===== src/rtl/mac_seq_ctrl_if.sv =====
`default_nettype none
// ============================================================================
//  Module   : mac_seq_ctrl_if
//  Brief    : Command, operand, MAC and result signals of the MAC sequencer.
//  Revision : 1.0 - initial release
// ============================================================================
interface mac_seq_ctrl_if #(
    parameter int BW      = 4,
    parameter int PSUM_BW = 9,
    parameter int LEN_BW  = 4
);
    logic               cmd_valid;
    logic               cmd_ready;
    logic [LEN_BW-1:0]  cmd_len;
    logic [PSUM_BW-1:0] cmd_bias;
    logic               abort;

    logic               in_valid;
    logic               in_ready;
    logic [BW-1:0]      in_a;
    logic [BW-1:0]      in_b;

    logic [BW-1:0]      mac_a;
    logic [BW-1:0]      mac_b;
    logic [PSUM_BW-1:0] mac_c;
    logic [PSUM_BW-1:0] mac_out;

    logic               out_valid;
    logic               out_ready;
    logic [PSUM_BW-1:0] out_psum;
    logic               busy;
    logic [LEN_BW-1:0]  cnt;

    // Sequencer side
    modport slave (
        input  cmd_valid, cmd_len, cmd_bias, abort,
        input  in_valid, in_a, in_b,
        input  mac_out, out_ready,
        output cmd_ready, in_ready,
        output mac_a, mac_b, mac_c,
        output out_valid, out_psum, busy, cnt
    );

    // Environment side: operand buffers, MAC and psum writer
    modport master (
        output cmd_valid, cmd_len, cmd_bias, abort,
        output in_valid, in_a, in_b,
        output mac_out, out_ready,
        input  cmd_ready, in_ready,
        input  mac_a, mac_b, mac_c,
        input  out_valid, out_psum, busy, cnt
    );
endinterface
`default_nettype wire


===== src/rtl/mac_seq_ctrl.sv =====
`default_nettype none
// ============================================================================
//  Module   : mac_seq_ctrl
//  Brief    : Sequences one dot-product command through a shared external MAC.
//  Revision : 1.0 - initial release
// ============================================================================
module mac_seq_ctrl #(
    parameter int BW      = 4,
    parameter int PSUM_BW = 9,
    parameter int LEN_BW  = 4
) (
    input  wire logic          clk,
    input  wire logic          reset,
    mac_seq_ctrl_if.slave      bus
);

    typedef enum logic [1:0] {
        S_IDLE = 2'd0,
        S_ACC  = 2'd1,
        S_DONE = 2'd2
    } state_t;

    state_t             state_q, state_d;
    logic [PSUM_BW-1:0] psum_q, psum_d;
    logic [PSUM_BW-1:0] out_psum_q, out_psum_d;
    logic [LEN_BW-1:0]  cnt_q, cnt_d;
    logic [LEN_BW-1:0]  len_q, len_d;
    logic               w_last_pair;

    // len_q is never zero while in ACC, so the decrement cannot underflow there
    assign w_last_pair = (cnt_q == (len_q - LEN_BW'(1)));

    always_ff @(posedge clk) begin
        if (reset) begin
            state_q    <= S_IDLE;
            psum_q     <= '0;
            out_psum_q <= '0;
            cnt_q      <= '0;
            len_q      <= '0;
        end else begin
            state_q    <= state_d;
            psum_q     <= psum_d;
            out_psum_q <= out_psum_d;
            cnt_q      <= cnt_d;
            len_q      <= len_d;
        end
    end

    always_comb begin
        state_d = state_q;
        psum_d  = psum_q;
        cnt_d   = cnt_q;
        len_d   = len_q;
        case (state_q)
            S_IDLE: begin
                if (!bus.abort && bus.cmd_valid) begin
                    psum_d  = bus.cmd_bias;
                    len_d   = bus.cmd_len;
                    cnt_d   = '0;
                    state_d = (bus.cmd_len != '0) ? S_ACC : S_DONE;
                end
            end
            S_ACC: begin
                if (bus.abort) begin
                    state_d = S_IDLE;
                    psum_d  = '0;
                    cnt_d   = '0;
                end else if (bus.in_valid) begin
                    psum_d = bus.mac_out;
                    cnt_d  = cnt_q + LEN_BW'(1);
                    if (w_last_pair) begin
                        state_d = S_DONE;
                    end
                end
            end
            S_DONE: begin
                if (bus.abort) begin
                    state_d = S_IDLE;
                    psum_d  = '0;
                    cnt_d   = '0;
                end else if (bus.out_ready) begin
                    state_d = S_IDLE;
                end
            end
            default: begin
                state_d = S_IDLE;
            end
        endcase
        // Result register is loaded on DONE entry and then frozen until the next result
        out_psum_d = (state_d == S_DONE) ? psum_d : out_psum_q;
    end

    assign bus.cmd_ready = (state_q == S_IDLE);
    assign bus.in_ready  = (state_q == S_ACC);
    assign bus.out_valid = (state_q == S_DONE);
    assign bus.busy      = (state_q != S_IDLE);
    assign bus.cnt       = cnt_q;
    assign bus.out_psum  = out_psum_q;

    assign bus.mac_a = BW'(bus.in_a);
    assign bus.mac_b = BW'(bus.in_b);
    assign bus.mac_c = psum_q;

endmodule
`default_nettype wire


===== src/flat_wrapper.sv =====
// flat-port wrapper written by rule: the top's interface ports become plain ports
module mac_seq_ctrl_flat 
#(
    parameter int BW      = 4,
    parameter int PSUM_BW = 9,
    parameter int LEN_BW  = 4
)
  (clk, reset, bus_cmd_valid, bus_cmd_len, bus_cmd_bias, bus_abort, bus_in_valid, bus_in_a, bus_in_b, bus_mac_out, bus_out_ready, bus_cmd_ready, bus_in_ready, bus_mac_a, bus_mac_b, bus_mac_c, bus_out_valid, bus_out_psum, bus_busy, bus_cnt);
  mac_seq_ctrl_if #(.BW(BW), .PSUM_BW(PSUM_BW), .LEN_BW(LEN_BW)) bus_i ();
  input  wire logic clk;
  input  wire logic reset;
  input wire logic [$bits(bus_i.cmd_valid)-1:0] bus_cmd_valid;
  input wire logic [$bits(bus_i.cmd_len)-1:0] bus_cmd_len;
  input wire logic [$bits(bus_i.cmd_bias)-1:0] bus_cmd_bias;
  input wire logic [$bits(bus_i.abort)-1:0] bus_abort;
  input wire logic [$bits(bus_i.in_valid)-1:0] bus_in_valid;
  input wire logic [$bits(bus_i.in_a)-1:0] bus_in_a;
  input wire logic [$bits(bus_i.in_b)-1:0] bus_in_b;
  input wire logic [$bits(bus_i.mac_out)-1:0] bus_mac_out;
  input wire logic [$bits(bus_i.out_ready)-1:0] bus_out_ready;
  output wire logic [$bits(bus_i.cmd_ready)-1:0] bus_cmd_ready;
  output wire logic [$bits(bus_i.in_ready)-1:0] bus_in_ready;
  output wire logic [$bits(bus_i.mac_a)-1:0] bus_mac_a;
  output wire logic [$bits(bus_i.mac_b)-1:0] bus_mac_b;
  output wire logic [$bits(bus_i.mac_c)-1:0] bus_mac_c;
  output wire logic [$bits(bus_i.out_valid)-1:0] bus_out_valid;
  output wire logic [$bits(bus_i.out_psum)-1:0] bus_out_psum;
  output wire logic [$bits(bus_i.busy)-1:0] bus_busy;
  output wire logic [$bits(bus_i.cnt)-1:0] bus_cnt;
  assign bus_i.cmd_valid = bus_cmd_valid;
  assign bus_i.cmd_len = bus_cmd_len;
  assign bus_i.cmd_bias = bus_cmd_bias;
  assign bus_i.abort = bus_abort;
  assign bus_i.in_valid = bus_in_valid;
  assign bus_i.in_a = bus_in_a;
  assign bus_i.in_b = bus_in_b;
  assign bus_i.mac_out = bus_mac_out;
  assign bus_i.out_ready = bus_out_ready;
  assign bus_cmd_ready = bus_i.cmd_ready;
  assign bus_in_ready = bus_i.in_ready;
  assign bus_mac_a = bus_i.mac_a;
  assign bus_mac_b = bus_i.mac_b;
  assign bus_mac_c = bus_i.mac_c;
  assign bus_out_valid = bus_i.out_valid;
  assign bus_out_psum = bus_i.out_psum;
  assign bus_busy = bus_i.busy;
  assign bus_cnt = bus_i.cnt;
  mac_seq_ctrl #(.BW(BW), .PSUM_BW(PSUM_BW), .LEN_BW(LEN_BW)) u_core (.clk(clk), .reset(reset), .bus(bus_i));
endmodule

===== config.mk =====
export PLATFORM = sky130hd
export DESIGN_NAME = mac_seq_ctrl_flat
export DESIGN_NICKNAME = d
export VERILOG_FILES = /design/src/rtl/mac_seq_ctrl_if.sv /design/src/rtl/mac_seq_ctrl.sv /design/src/flat_wrapper.sv
export SDC_FILE = /design/constraint.sdc
export NUM_CORES = 1
export LEC_CHECK = 0
export BUFFER_PORTS_ARGS = -buffer_cell sky130_fd_sc_hd__buf_2
export CAP_MARGIN = 20
export CORE_MARGIN = 3
export CORE_UTILIZATION = 45
export DETAILED_ROUTE_END_ITERATION = 6
export GPL_TIMING_DRIVEN = 0
export PLACE_DENSITY = 0.84
export SETUP_SLACK_MARGIN = 0.3
export SKIP_LAST_GASP = 1
export SLEW_MARGIN = 20
export SYNTH_ARGS = -nofsm -noshare
export SYNTH_HDL_FRONTEND = slang
export SYNTH_SLANG_ARGS = --single-unit

===== constraint.sdc =====
create_clock -name clk -period 5.5 [get_ports clk]
set_input_delay 0.825 -clock clk [delete_from_list [all_inputs] [get_ports clk]]
set_output_delay 0.825 -clock clk [all_outputs]
set_load 0.02 [all_outputs]

* Word level (Yosys, flattened, before mapping)
Cells that the tools add are included.
Widths: inputs -> output; s select.
** Operators by class
- $add $sub $neg :: 2
- Equal/unequal tests :: 7
- Multiplexer cells :: 18
- Reduce and logical (&&, ||, !) cells :: 8
** Operator list (number)
- $mux 9 :: 4
- $pmux 9 s3 :: 1
- $mux 4 :: 4
- $mux 2 :: 7
- $pmux 4 s3 :: 1
- $pmux 2 s3 :: 1
- $add 4x1->4 const B :: 1
- $eq 2x2->1 const B :: 2
- $eq 4x4->1 :: 1
- $reduce_and 4->1 :: 1
- $reduce_bool 4->1 :: 1
- $sub 4x1->4 const B :: 1
- $ne 3x3->1 const B :: 1
- $reduce_bool 3->1 :: 1
- $eq 2x1->1 const B :: 1
- $logic_not 2->1 :: 1
- $ne 2x1->1 const B :: 1
- $ne 2x2->1 const B :: 1
- $reduce_and 2->1 :: 1
- $reduce_bool 2->1 :: 1
- $logic_and 1x1->1 :: 1
- $logic_not 1->1 :: 1
** Storage, ports and cells
- Flip-flop bits (word level) :: 28
- Output and inout port bits :: 34
- Logic and storage cells :: 40

* Depth between registers and ports, before layout
Gate-level depths: netlist of the first run.
- Word-level depth :: 7
- Gate-level depth with buffers :: 8

* Least setup slack after synthesis of the first run
OpenSTA, ideal clock, no wires.
- Path type :: input to register
- Start point :: input bus_abort
- End point :: register u_core.out_psum_q[0] (netlist: u_core.bus.out_psum[0])
- Stages on the path :: 7
- Data required time :: 5.379 ns
- Arrival :: 1.981 ns
- Slack :: 3.398 ns
- Setup time :: 0.121 ns
- Path buffers :: 2
- Cell sequence :: buf_6 > nand2b_4 > a211oi_2 > buf_4 > o21ai_0 > and2b_1 > mux2_4
** Between the ends
- Longest elaborated chain between the ends :: 5
- Elaborated cells between the ends (all ways) :: 11
- Classes of those cells :: 1 x eq/ne; 8 x mux; 2 x reduce/logical
** RTL lines
- start: declaration :: line flat_wrapper.sv:15 : input wire logic [$bits(bus_i.abort)-1:0] bus_abort;
- $logic_not 1->1 :: line mac_seq_ctrl.sv:56 : if (!bus.abort && bus.cmd_valid) begin
- $logic_and 1x1->1 :: line mac_seq_ctrl.sv:56
- $mux 2 :: line mac_seq_ctrl.sv:56
- $pmux 2 s3 :: line mac_seq_ctrl.sv:54 : case (state_q)
- $eq 2x2->1 :: line mac_seq_ctrl.sv:90 : out_psum_d = (state_d == S_DONE) ? psum_d : out_psum_q;
- end signal: assignment :: line mac_seq_ctrl.sv:43 : out_psum_q <= out_psum_d;
- end: declaration :: line mac_seq_ctrl.sv:25 : logic [PSUM_BW-1:0] out_psum_q, out_psum_d;
Several ways; a longest one is shown, not always the timed one.
A chain may end at the register's enable or synchronous reset.

* Final worst setup path of the first run
- Start point :: register u_core.state_q[0]
- End point :: output bus_in_ready
** Between the ends
- Longest elaborated chain between the ends :: 1
** RTL lines
- start: declaration :: line mac_seq_ctrl.sv:23 : state_t state_q, state_d;
- start signal: assignment :: line mac_seq_ctrl.sv:41 : state_q <= state_d;
- $eq 2x1->1 :: line mac_seq_ctrl.sv:94 : assign bus.in_ready = (state_q == S_ACC);
- end: declaration :: line flat_wrapper.sv:22 : output wire logic [$bits(bus_i.in_ready)-1:0] bus_in_ready;
Every way passes these cells.

==> impl_summary.txt, run 1 <==
----------------------------------------------------
[Pwr]
  Power Density ... 197 nW/um^2
  Net switching component of the power ... 0.103 mW
  LEAKAGE ... 0.929 nW
  Overall power consumption ... 0.375 mW
  Max rail drop VDD ... 123 uV
  Clock power frac ... 0.220
  Fraction of power consumed by sequential logic ... 0.569
  Comb power frac ... 0.211
  Internal power ... 0.271 mW
  Sw frac ... 0.276

[Worst setup path]
  Kind of launch point of the worst setup path ... flip-flop
  CP endpoint kind ... output port
  Category of the most critical setup path ... flip-flop to output port
  CP required ... 4.68 ns
  Arrival time of the worst setup path ... 1.24 ns
  Highest net fanout along the worst path ... 9

[Timing]
  Slew at the pin closest to its max-slew limit ... 0.489 ns
  Maximum achievable frequency ... 483 MHz
  Setup Skew ... 0.00390 ns
  Unrepaired setup endpoints after global routing ... false
  Max Transition Viols Final ... 0
  Fraction of the cycle the final worst path needs ... 0.376
  Setup WS post-layout ... 3.43 ns
  Hold slack final ... 0.536 ns
  Setup TNS Final ... 0 ns
  Time the worst path needs with I/O delays and setup ... 2.07 ns
  Hold violation total from the final report ... 0
  Endpoints failing setup ... 0
  Worst slew slack as a fraction of its limit ... 0.673

[Floorplan]
  Die Y-Extent ... 64.2 um
  Area enclosed by the die boundary ... 4120 um^2
  Number of standard-cell rows in the floorplan ... 20
  Area of the core ... 3150 um^2
  Initial Util ... 0.483
  Total I/O pin count ... 70
  Width of the die ... 64.2 um

[Route]
  Number of detailed-route iterations in the first pass ... 4
  Average routed wire per standard cell ... 12.8 um
  Vias per cell ... 4.83
  Final WL ... 3420 um
  Number of remaining DRC errors ... 0
  Antenna-violating nets left ... 0
  Via count ... 1295
  DRC violation total after the first TritonRoute iteration ... 47

[Synth]
  Mean instance size in the synthesized netlist ... 9.47 um^2
  Dominant combinational cell family by area after synthesis ... simple AND/OR/NAND/NOR gates
  Synth unique cells ... 36
  Proportion of synthesized area in mux cells ... 0.102
  Xor/xnor share of the synthesized area ... 0.0517
  Fraction of the mapped netlist area in compound gates ... 0.138
  Synth Area in Adders ... 0.0164
  Instance count of the mapped netlist ... 161
  Simple-gate area share of the yosys netlist ... 0.227
  Synthesis-stage register bit count ... 28
  Synthesized Nets ... 199
  Number of flops mapped to enable cells by yosys ... 0
  Prevailing post-synth register cell ... sky130_fd_sc_hd__dfxtp_1
  Register area share after synthesis ... 0.368
  FFs w/ async S/R, synth ... 0
  Mapped cell area ... 1520 um^2
  Number of warnings reported in the yosys synthesis log ... 0

[Clock tree]
  Number of H-tree levels ... 1
  Post-cts sizing count ... 0
  Count of clock tree sinks ... 28
  Clock slew at reported path FFs ... 0.14 ns
  CTS Buf Count ... 3
  Cell at the root of the clock tree ... sky130_fd_sc_hd__clkbuf_4
  Largest buffer count on any clock path ... 2
  Hold-fix buffers at CTS ... 0
  Buffer count from post-CTS setup fixing ... 0
  TritonCTS clock tree ... yes
  Insertion delay of the later-clocked pin in the worst-skew pair ... 0.32 ns

[Placement]
  Post-detailed-placement half-perimeter wirelength ... 2670 um
  Area of placed instances ... 1880 um^2
  Worst setup slack after placement ... 3.24 ns
  Final weighted congestion of routability-driven global placement ... 0.897
  Buffers on Ports ... 60
  Total instance count after detailed placement ... 265

[Global route]
  Initial antenna violation count ... 0
  Maximum number of pins on one net before global-route repair ... 15
  Via count of the first global-routing pass ... 1163
  First-pass GRT wire length ... 5480 um
  Tot GR Track Use ... 0.167
  Global route total overflow ... 0

[Cells and area]
  Sequential Area ... 561 um^2
  Fill count ... 299
  Area used by multi-input combinational logic ... 815 um^2
  Layout cell share with drive strength beyond 1 ... 0.420
  Post-route non-filler standard cell count ... 268
  Antenna cells ... 0
  Fraction of the core area covered by cells at the end of the flow ... 0.603
  Area growth from synthesis to layout ... 24.8%
  NumNets Final ... 264
  Final Cell Area ... 1900 um^2

[Flow run]
  Max capacitance violation total ... 0

[Outcome]
  Run status ... finished clean

[Worst hold path]
  Path class of the lowest-slack min-delay path ... flip-flop to flip-flop

----------------------------------------------------
## power by group through the flow
stage	Clock (mW)	Combinational (mW)	Sequential [mW]
2_1_floorplan	0	0.0473	0.222
5_1_grt	0.0920	0.0866	0.214
3_3_place_gp	0	0.0779	0.217
3_5_place_dp	0	0.0791	0.218
6_report	0.0824	0.0790	0.213
4_1_cts	0.0829	0.0796	0.213
## state kept, by name, indices dropped and copies added (netlist names)
signal and count:
u_core.bus.cnt 4, u_core.bus.out_psum 9, u_core.bus.mac_c 9, u_core.state_q 2, u_core.len_q 4
## area by class of cell
class	count	share of cell area
sequential	28	0.295
multi-input combinational	111	0.428
timing repair buffer	60	0.158
clock buffer	3	0.0118
buffer	17	0.0684
tap	44	0.0289
inverter	5	0.00987
## routing by layer
layer,track usage,vias to the layer above,share of wire
li1,-,668,-
met1,0.215,585,0.43
met2,0.272,36,0.50
met3,0.0351,6,0.053
met4,0.0607,0,0.018
met5,0,-,0
## critical path, stage by stage (launching register included)
cell,delay (ns)
sky130_fd_sc_hd__dfxtp_1,0.33
sky130_fd_sc_hd__buf_4,0.15
sky130_fd_sc_hd__inv_1,0.10
sky130_fd_sc_hd__nor2_1,0.16
sky130_fd_sc_hd__buf_2,0.19
## cell usage after synthesis (2+ instances only)
cell / n / area (um^2)
sky130_fd_sc_hd__buf_2: 2 / 10.0
sky130_fd_sc_hd__and2b_1: 10 / 75.1
sky130_fd_sc_hd__a21oi_1: 6 / 30.0
sky130_fd_sc_hd__a22oi_1: 9 / 67.6
sky130_fd_sc_hd__o21ai_1: 4 / 20.0
sky130_fd_sc_hd__mux2_4: 9 / 135
sky130_fd_sc_hd__nor2b_1: 9 / 56.3
sky130_fd_sc_hd__xor2_1: 5 / 43.8
sky130_fd_sc_hd__ha_1: 2 / 25.0
sky130_fd_sc_hd__nor2_1: 12 / 45.0
sky130_fd_sc_hd__inv_1: 5 / 18.8
sky130_fd_sc_hd__nor3_1: 2 / 10.0
sky130_fd_sc_hd__buf_6: 3 / 33.8
sky130_fd_sc_hd__dfxtp_1: 28 / 561
sky130_fd_sc_hd__o21ai_0: 7 / 35.0
sky130_fd_sc_hd__mux2i_1: 2 / 20.0
sky130_fd_sc_hd__xnor2_1: 4 / 35.0
sky130_fd_sc_hd__buf_4: 11 / 82.6
sky130_fd_sc_hd__o2111ai_1: 2 / 17.5
sky130_fd_sc_hd__nand2_1: 11 / 41.3
sky130_fd_sc_hd__and2_1: 2 / 12.5
sky130_fd_sc_hd__nor3b_1: 2 / 15.0
## cells by family after synthesis
| kind of cell | Yosys count |
|---|---|
| buffers and inverters | 22 |
| AOI/OAI and AO/OA | 32 |
| xor gates and xnor gates | 9 |
| DFF | 28 |
| muxes | 11 |
| adders and majority gates | 2 |
| and+or+nand+nor | 57 |
## final timing paths
| check | cells past startpoint | from | slack, ns | end |
|---|---|---|---|---|
| setup reg to reg | 8 | u_core.len_q[0]$_SDFFE_PP0P_ | 3.54 | u_core.bus.out_psum[0]$_SDFFE_PP0N_ |
| hold / removal | 2 | u_core.len_q[3]$_SDFFE_PP0P_ | 0.54 | u_core.len_q[3]$_SDFFE_PP0P_ |
| setup / recovery | 4 | u_core.state_q[0]$_SDFF_PP0_ | 3.43 | bus_in_ready |
| hold reg to reg | 2 | u_core.len_q[3]$_SDFFE_PP0P_ | 0.54 | u_core.len_q[3]$_SDFFE_PP0P_ |
## cell usage in the layout, fill, tap and decap left out, drive strengths merged, types with 3 or more instances in the layout
cell,count
a21oi,6
a22oi,9
and2,3
and2b,10
buf,76
clkbuf,4
dfxtp,28
inv,5
mux2,9
nand2,11
nor2,12
nor2b,9
nor3,3
o21ai,11
xnor2,4
xor2,5
(Power assumes the default switching activity.)
==> inputs of run 2 (changes only) <==
--- a/config.mk
+++ b/config.mk
@@ -5,13 +5,14 @@
 export SDC_FILE = /design/constraint.sdc
 export NUM_CORES = 1
 export LEC_CHECK = 0
+export ABC_AREA = 1
 export BUFFER_PORTS_ARGS = -buffer_cell sky130_fd_sc_hd__buf_2
 export CAP_MARGIN = 20
 export CORE_MARGIN = 3
-export CORE_UTILIZATION = 45
+export CORE_UTILIZATION = 42
 export DETAILED_ROUTE_END_ITERATION = 6
 export GPL_TIMING_DRIVEN = 0
-export PLACE_DENSITY = 0.84
+export PLACE_DENSITY = 0.83
 export SETUP_SLACK_MARGIN = 0.3
 export SKIP_LAST_GASP = 1
 export SLEW_MARGIN = 20
==> constraint.sdc (replaced) <==
create_clock -name clk -period 1.9 [get_ports clk]
set_input_delay 0.285 -clock clk [delete_from_list [all_inputs] [get_ports clk]]
set_output_delay 0.285 -clock clk [all_outputs]
set_load 0.02 [all_outputs]
==> impl_summary.txt, run 2 <==
----------------------------------------------------
[Outcome]
  Run status ... finished clean

[Synth]
  Synthesized Nets ... 264 (+33%)
  Instance count of the mapped netlist ... 226 (+40%)
  Mean instance size in the synthesized netlist ... 6.78 um^2 (-28%)
  Number of flops mapped to enable cells by yosys ... 0 (unchanged)
  Synth top area share ... 0.366 (-0.00210)
  Prevailing post-synth register cell ... sky130_fd_sc_hd__dfxtp_1
  Synth unique cells ... 25 (-31%)
  Dominant cells by area after synthesis ... sky130_fd_sc_hd__dfxtp_1 37%, sky130_fd_sc_hd__nand2_1 16%, sky130_fd_sc_hd__a21oi_1 7.8%
  Cell taking the most area after synthesis ... sky130_fd_sc_hd__dfxtp_1
  Most used standard cells in the synthesized netlist ... 66 x sky130_fd_sc_hd__nand2_1, 28 x sky130_fd_sc_hd__dfxtp_1, 27 x sky130_fd_sc_hd__nor2_1
  FFs w/ async S/R, synth ... 0 (unchanged)
  Mapped cell area ... 1530 um^2 (+0.57%)
  Register area share after synthesis ... 0.366 (-0.00210)
  Number of warnings reported in the yosys synthesis log ... 0 (unchanged)
  Cell with the most instances after synthesis ... sky130_fd_sc_hd__nand2_1
  Synthesis-stage register bit count ... 28 (unchanged)

[Cells and area]
  Commonest non-fill, non-tap cell in the layout ... sky130_fd_sc_hd__nand2_1
  Layout cell share with drive strength beyond 1 ... 0.361 (-0.0582)
  Antenna cells ... 0 (unchanged)
  Most used cells in the layout excluding fill and tap cells ... 64 x sky130_fd_sc_hd__nand2_1, 63 x sky130_fd_sc_hd__buf_2, 26 x sky130_fd_sc_hd__nor2_1, 25 x sky130_fd_sc_hd__dfxtp_1
  Area growth from synthesis to layout ... 33.1%
  NumNets Final ... 336 (+27%)

[Global route]
  Maximum number of pins on one net before global-route repair ... 15 (unchanged)
  Tot GR Track Use ... 0.179 (+0.0127)
  First-pass GRT wire length ... 6130 um (+12%)
  Via count of the first global-routing pass ... 1419 (+22%)
  Global route total overflow ... 0 (unchanged)
  Initial antenna violation count ... 0 (unchanged)

[Route]
  DRC violation total after the first TritonRoute iteration ... 83 (+77%)
  Number of detailed-route iterations in the first pass ... 5 (+1)
  Via count ... 1603 (+24%)
  Average routed wire per standard cell ... 11.5 um (-9.8%)
  Vias per cell ... 4.69 (-3.0%)
  Number of remaining DRC errors ... 0 (unchanged)
  Final WL ... 3930 um (+15%)
  Antenna-violating nets left ... 0 (unchanged)

[Clock tree]
  TritonCTS clock tree ... yes
  Clock slew at reported path FFs ... 0.15 ns (about the same)
  Cell at the root of the clock tree ... sky130_fd_sc_hd__clkbuf_4
  Hold-fix buffers at CTS ... 0 (unchanged)
  Number of H-tree levels ... 1 (unchanged)
  Insertion delay of the later-clocked pin in the worst-skew pair ... 0.33 ns (about the same)
  Count of clock tree sinks ... 28 (unchanged)
  Largest buffer count on any clock path ... 2 (unchanged)
  CTS Buf Count ... 3 (unchanged)

[Worst hold path]
  Worst hold stages ... 2 (unchanged)
  Path class of the lowest-slack min-delay path ... input pin to flip-flop

[Worst setup path]
  Kind of launch point of the worst setup path ... flip-flop
  CP endpoint kind ... flip-flop
  Category of the most critical setup path ... flip-flop to flip-flop
  Number of cells on the worst reg-to-reg path ... 11 (+3)
  Highest net fanout along the worst path ... 6 (-3)
  CP required ... 2.18 ns (-2.50 ns)
  Arrival time of the worst setup path ... 1.88 ns (+0.64 ns)

[Timing]
  Endpoints failing setup ... 0 (unchanged)
  Maximum achievable frequency ... 624 MHz
  Fraction of the cycle the final worst path needs ... 0.843
  Time the worst path needs with I/O delays and setup ... 1.60 ns
  Setup TNS Final ... 0 ns (unchanged)
  Setup Skew ... 0.00382 ns (-0.0000819 ns)
  Hold violation total from the final report ... 0 (unchanged)
  Max Transition Viols Final ... 0 (unchanged)
  Unrepaired setup endpoints after global routing ... true
  Slew at the pin closest to its max-slew limit ... 0.486 ns (-0.00264 ns)
  Setup WS post-layout ... 0.299 ns (-3.13 ns)
  Worst slew slack as a fraction of its limit ... 0.676 (+0.00314)

[Placement]
  Worst setup slack after placement ... 0.0994 ns (-3.14 ns)
  Post-detailed-placement half-perimeter wirelength ... 2770 um (+3.4%)
  Final weighted congestion of routability-driven global placement ... 0.812 (-9.6%)
  Buffers on Ports ... 61 (+1.7%)

[Pwr]
  Power Density ... 562 nW/um^2 (+190%)
  Net switching component of the power ... 0.351 mW (+240%)
  LEAKAGE ... 1.10 nW (+19%)
  Clock power frac ... 0.216 (-0.004)
  Sw frac ... 0.306 (+0.0303)
  Max rail drop VDD ... 411 uV (+240%)
  Internal power ... 0.795 mW (+190%)
  Comb power frac ... 0.238 (+0.027)
  Fraction of power consumed by sequential logic ... 0.546 (-0.023)

[Floorplan]
  Initial Util ... 0.449 (-0.0346)
  Number of standard-cell rows in the floorplan ... 21 (+5.0%)
  Total I/O pin count ... 70 (unchanged)
  Width of the die ... 66.4 um (+3.5%)
  Area enclosed by the die boundary ... 4410 um^2 (+7.0%)
  Die Y-Extent ... 66.4 um (+3.5%)
  Area of the core ... 3420 um^2 (+8.3%)

[Flow run]
  Max capacitance violation total ... 0 (unchanged)

----------------------------------------------------
[run 2: worst max-delay path, cell delays in order, from the launching register on]
cell and delay, ns:
sky130_fd_sc_hd__dfxtp_2 0.37, sky130_fd_sc_hd__inv_2 0.05, sky130_fd_sc_hd__ha_4 0.26, sky130_fd_sc_hd__nor2_1 0.04, sky130_fd_sc_hd__nor2_1 0.10, sky130_fd_sc_hd__nand2_1 0.08, sky130_fd_sc_hd__nor2_4 0.13, sky130_fd_sc_hd__nand3_4 0.14
sky130_fd_sc_hd__buf_6 0.16, sky130_fd_sc_hd__nand3b_1 0.07, sky130_fd_sc_hd__nand2_1 0.05, sky130_fd_sc_hd__nor2_1 0.11
[run 2: path summary, 6_finish.rpt]
check                                               startpoint                                  end  slack, ns
worst max-delay path              u_core.len_q[0]$_SDFFE_PP0P_  u_core.bus.out_psum[8]$_SDFFE_PP0N_       0.30
worst min-delay path                                     reset       u_core.bus.mac_c[7]$_SDFF_PP0_       0.14
worst max register to register    u_core.len_q[0]$_SDFFE_PP0P_  u_core.bus.out_psum[8]$_SDFFE_PP0N_       0.30
worst min register to register  u_core.bus.mac_c[7]$_SDFF_PP0_       u_core.bus.mac_c[7]$_SDFF_PP0_       0.50
[run 2: per-stage QoR]
| stage | util | hold slack, ns | instance area (um^2) | std cells | total power [mW] |
|---|---|---|---|---|---|
| final | 0.597 | 0.136 | 2040 | 342 | 1.15 |
| after global routing | 0.597 | 0.131 | 2040 | 342 | 1.21 |
| after CTS | 0.587 | 0.135 | 2010 | 340 | 1.14 |
| after detailed placement | 0.555 | 0.479 | 1900 | 333 | 0.886 |
| after global placement | 0.555 | 0.472 | 1900 | 333 | 0.882 |
| after floorplan | - | 0.354 | 1530 | 226 | 0.801 |
[run 2: per-layer routing]
layer,wire (um),GRT usage,part of all wire
met3,298,0.0527,0.076
met5,0,0,0
met2,1910,0.312,0.48
met4,19,0.0381,0.0048
met1,1710,0.217,0.43
[run 2: kinds of logic after synthesis]
group                    after synthesis  share of synthesized area
buffers and inverters                 38                      0.127
adder cells (fa/ha/maj)                2                     0.0163
AO/OA/AOI/OAI                         32                      0.113
XOR/XNOR                               3                     0.0171
flip-flops                            28                      0.366
AND/OR/NAND/NOR                      123                      0.360
[run 2: what timing repair did]
| action | in CTS | in global routing |
|---|---|---|
| gates cloned | 1 | 0 |
| gates resized for setup | 16 | 7 |
| setup buffers | 3 | 2 |
| endpoints found under the setup margin | 10 | 17 |
| pin swaps | 4 | 2 |
[run 2: final cells by class]
cell class              count  area [um^2]
plain buffers              16          115
clock buffers               3         22.5
fillers                   351         1380
inverters                  22         85.1
multi-input cells         160          833
flip-flops and latches     28          564
well taps                  46         57.6
repair buffers             67          362
[run 2: power groups by stage]
stage	clock, mW	sequential (mW)	combinational [mW]
after global routing	0.275	0.629	0.304
after detailed placement	0	0.637	0.249
after CTS	0.251	0.625	0.264
after floorplan	0	0.653	0.148
final	0.247	0.626	0.273
after global placement	0	0.637	0.245
==> inputs of run 3 (changes only) <==
==> constraint.sdc (replaced) <==
create_clock -name clk -period 1.4 [get_ports clk]
set_input_delay 0.21 -clock clk [delete_from_list [all_inputs] [get_ports clk]]
set_output_delay 0.21 -clock clk [all_outputs]
set_load 0.02 [all_outputs]
==> impl_summary.txt, run 3 (synthesis gave the netlist of run 2 again) <==
----------------------------------------------------
[Worst setup path]
  Highest net fanout along the worst path ... 6 (unchanged)
  Category of the most critical setup path ... flip-flop to flip-flop
  CP endpoint kind ... flip-flop
  CP required ... 1.65 ns (-0.53 ns)
  Kind of launch point of the worst setup path ... flip-flop
  Arrival time of the worst setup path ... 1.87 ns (about the same)

[Clock tree]
  Cell at the root of the clock tree ... sky130_fd_sc_hd__clkbuf_4
  CTS Buf Count ... 3 (unchanged)
  Number of H-tree levels ... 1 (unchanged)
  Clock slew at reported path FFs ... 0.16 ns (about the same)
  Largest buffer count on any clock path ... 2 (unchanged)
  Count of clock tree sinks ... 28 (unchanged)
  Insertion delay of the later-clocked pin in the worst-skew pair ... 0.33 ns (about the same)
  TritonCTS clock tree ... yes

[Route]
  Number of remaining DRC errors ... 0 (unchanged)
  Via count ... 1777 (+11%)
  Vias per cell ... 4.96 (+5.9%)
  Final WL ... 4510 um (+15%)
  DRC violation total after the first TritonRoute iteration ... 71 (-14%)
  Average routed wire per standard cell ... 12.6 um (+9.6%)
  Number of detailed-route iterations in the first pass ... 5 (unchanged)
  Antenna-violating nets left ... 0 (unchanged)

[Floorplan]
  Total I/O pin count ... 70 (unchanged)
  Number of standard-cell rows in the floorplan ... 21 (unchanged)
  Initial Util ... 0.449 (unchanged)
  Die Y-Extent ... 66.4 um (unchanged)
  Width of the die ... 66.4 um (unchanged)
  Area of the core ... 3420 um^2 (unchanged)
  Area enclosed by the die boundary ... 4410 um^2 (unchanged)

[Global route]
  Via count of the first global-routing pass ... 1622 (+14%)
  First-pass GRT wire length ... 6830 um (+11%)
  Maximum number of pins on one net before global-route repair ... 16 (+1)
  Initial antenna violation count ... 0 (unchanged)
  Tot GR Track Use ... 0.196 (+0.0168)
  Global route total overflow ... 0 (unchanged)

[Pwr]
  Max rail drop VDD ... 454 uV (+10%)
  Power Density ... 705 nW/um^2 (+25%)
  LEAKAGE ... 1.20 nW (+8.8%)

[Timing]
  Time the worst path needs with I/O delays and setup ... 1.63 ns (+0.0262 ns)
  Max Transition Viols Final ... 0 (unchanged)
  Endpoints failing setup ... 11 (+11)
  Hold violation total from the final report ... 0 (unchanged)
  Unrepaired setup endpoints after global routing ... true
  Setup Skew ... 0.0130 ns (+0.00916 ns)
  Slew at the pin closest to its max-slew limit ... 0.549 ns (+0.0629 ns)
  Maximum achievable frequency ... 614 MHz (-1.6%)
  Worst slew slack as a fraction of its limit ... 0.634 (-0.0419)
  Fraction of the cycle the final worst path needs ... 1.16 (+0.320)
  Setup WS post-layout ... -0.228 ns (-0.526 ns)

[Cells and area]
  Final Cell Area ... 2360 um^2 (+16%)
  Most used cells in the layout excluding fill and tap cells ... 57 x sky130_fd_sc_hd__nand2_1, 53 x sky130_fd_sc_hd__buf_2, 24 x sky130_fd_sc_hd__buf_4, 21 x sky130_fd_sc_hd__nor2_1, 18 x sky130_fd_sc_hd__buf_6
  Commonest non-fill, non-tap cell in the layout ... sky130_fd_sc_hd__nand2_1
  Area used by multi-input combinational logic ... 932 um^2 (+12%)
  Fill count ... 289 (-18%)
  Sequential Area ... 588 um^2 (+4.2%)
  Layout cell share with drive strength beyond 1 ... 0.516 (+0.155)
  NumNets Final ... 351 (+4.5%)
  Fraction of the core area covered by cells at the end of the flow ... 0.692 (+0.0952)
  Area growth from synthesis to layout ... 54.3%
  Antenna cells ... 0 (unchanged)
  Post-route non-filler standard cell count ... 358 (+4.7%)

[Placement]
  Area of placed instances ... 1970 um^2 (+3.7%)
  Post-detailed-placement half-perimeter wirelength ... 3050 um (+10%)
  Final weighted congestion of routability-driven global placement ... 0.798 (-1.7%)
  Buffers on Ports ... 61 (unchanged)
  Total instance count after detailed placement ... 333 (unchanged)

[Worst hold path]
  Path class of the lowest-slack min-delay path ... input pin to flip-flop

[Outcome]
  Run status ... finished, violations left
  Violated checks ... negative setup slack

[Flow run]
  Max capacitance violation total ... 0 (unchanged)

----------------------------------------------------
run 3: layout make-up:
type / count / share of cell area
sequential: 28 / 0.249
tap: 46 / 0.0243
timing repair buffer: 82 / 0.228
inverter: 22 / 0.0381
clock buffer: 4 / 0.0111
multi-input combinational: 160 / 0.394
buffer: 16 / 0.0561
run 3: report_power, final:
part	switching [mW]	internal, mW	leakage [nW]	total, mW
logic	0.261	0.212	0.949	0.473
registers	0.0243	0.822	0.235	0.847
clock network	0.234	0.111	0.0150	0.346
total	0.520	1.15	1.20	1.67
run 3: final timing paths:
check	from	endpoint	slack [ns]	depth (start not counted)
min reg2reg	u_core.bus.mac_c[0]$_SDFF_PP0_	u_core.bus.mac_c[0]$_SDFF_PP0_	0.50	2
min	reset	u_core.bus.mac_c[7]$_SDFF_PP0_	0.08	2
max reg2reg	u_core.len_q[0]$_SDFFE_PP0P_	u_core.bus.out_psum[5]$_SDFFE_PP0N_	-0.23	13
max	u_core.len_q[0]$_SDFFE_PP0P_	u_core.bus.out_psum[5]$_SDFFE_PP0N_	-0.23	13
run 3: routing by layer:
layer / vias to the layer above / global-route usage / routed length [um]
li1: 887 / - / -
met1: 804 / 0.237 / 1840
met2: 74 / 0.347 / 2200
met3: 12 / 0.0340 / 380
met4: 0 / 0.0660 / 87
met5: - / 0 / 0
run 3: worst max-delay path: stages, from the launching register on:
cell                      delay, ns
sky130_fd_sc_hd__dfxtp_2       0.36
sky130_fd_sc_hd__inv_2         0.05
sky130_fd_sc_hd__ha_4          0.24
sky130_fd_sc_hd__nand2_2       0.06
sky130_fd_sc_hd__inv_2         0.03
sky130_fd_sc_hd__nor2_2        0.08
sky130_fd_sc_hd__nand2_2       0.08
sky130_fd_sc_hd__nor2_4        0.15
sky130_fd_sc_hd__nand3_4       0.14
sky130_fd_sc_hd__buf_4         0.17
sky130_fd_sc_hd__nand2_2       0.05
sky130_fd_sc_hd__nand2_1       0.05
sky130_fd_sc_hd__nand2_1       0.06
sky130_fd_sc_hd__nor2_1        0.05
run 3: per-stage QoR:
step / TNS, ns / hold WS, ns / power, mW / worst slack, ns
final: -2.10 / 0.0816 / 1.67 / -0.228
after global routing: -3.75 / 0.0634 / 1.75 / -0.386
after CTS: -1.75 / 0.0782 / 1.61 / -0.205
after detailed placement: -2.98 / 0.423 / 1.22 / -0.331
after global placement: -2.70 / 0.419 / 1.22 / -0.326
after floorplan: -0.749 / 0.279 / 1.10 / -0.0916
run 3: what timing repair did:
| action | in CTS | in global routing |
|---|---|---|
| gates resized for setup | 43 | 35 |
| hold buffers | 0 | 0 |
| gates cloned | 1 | 1 |
| setup buffers | 13 | 6 |
| pin swaps | 7 | 13 |
| endpoints found under the setup margin | 33 | 43 |
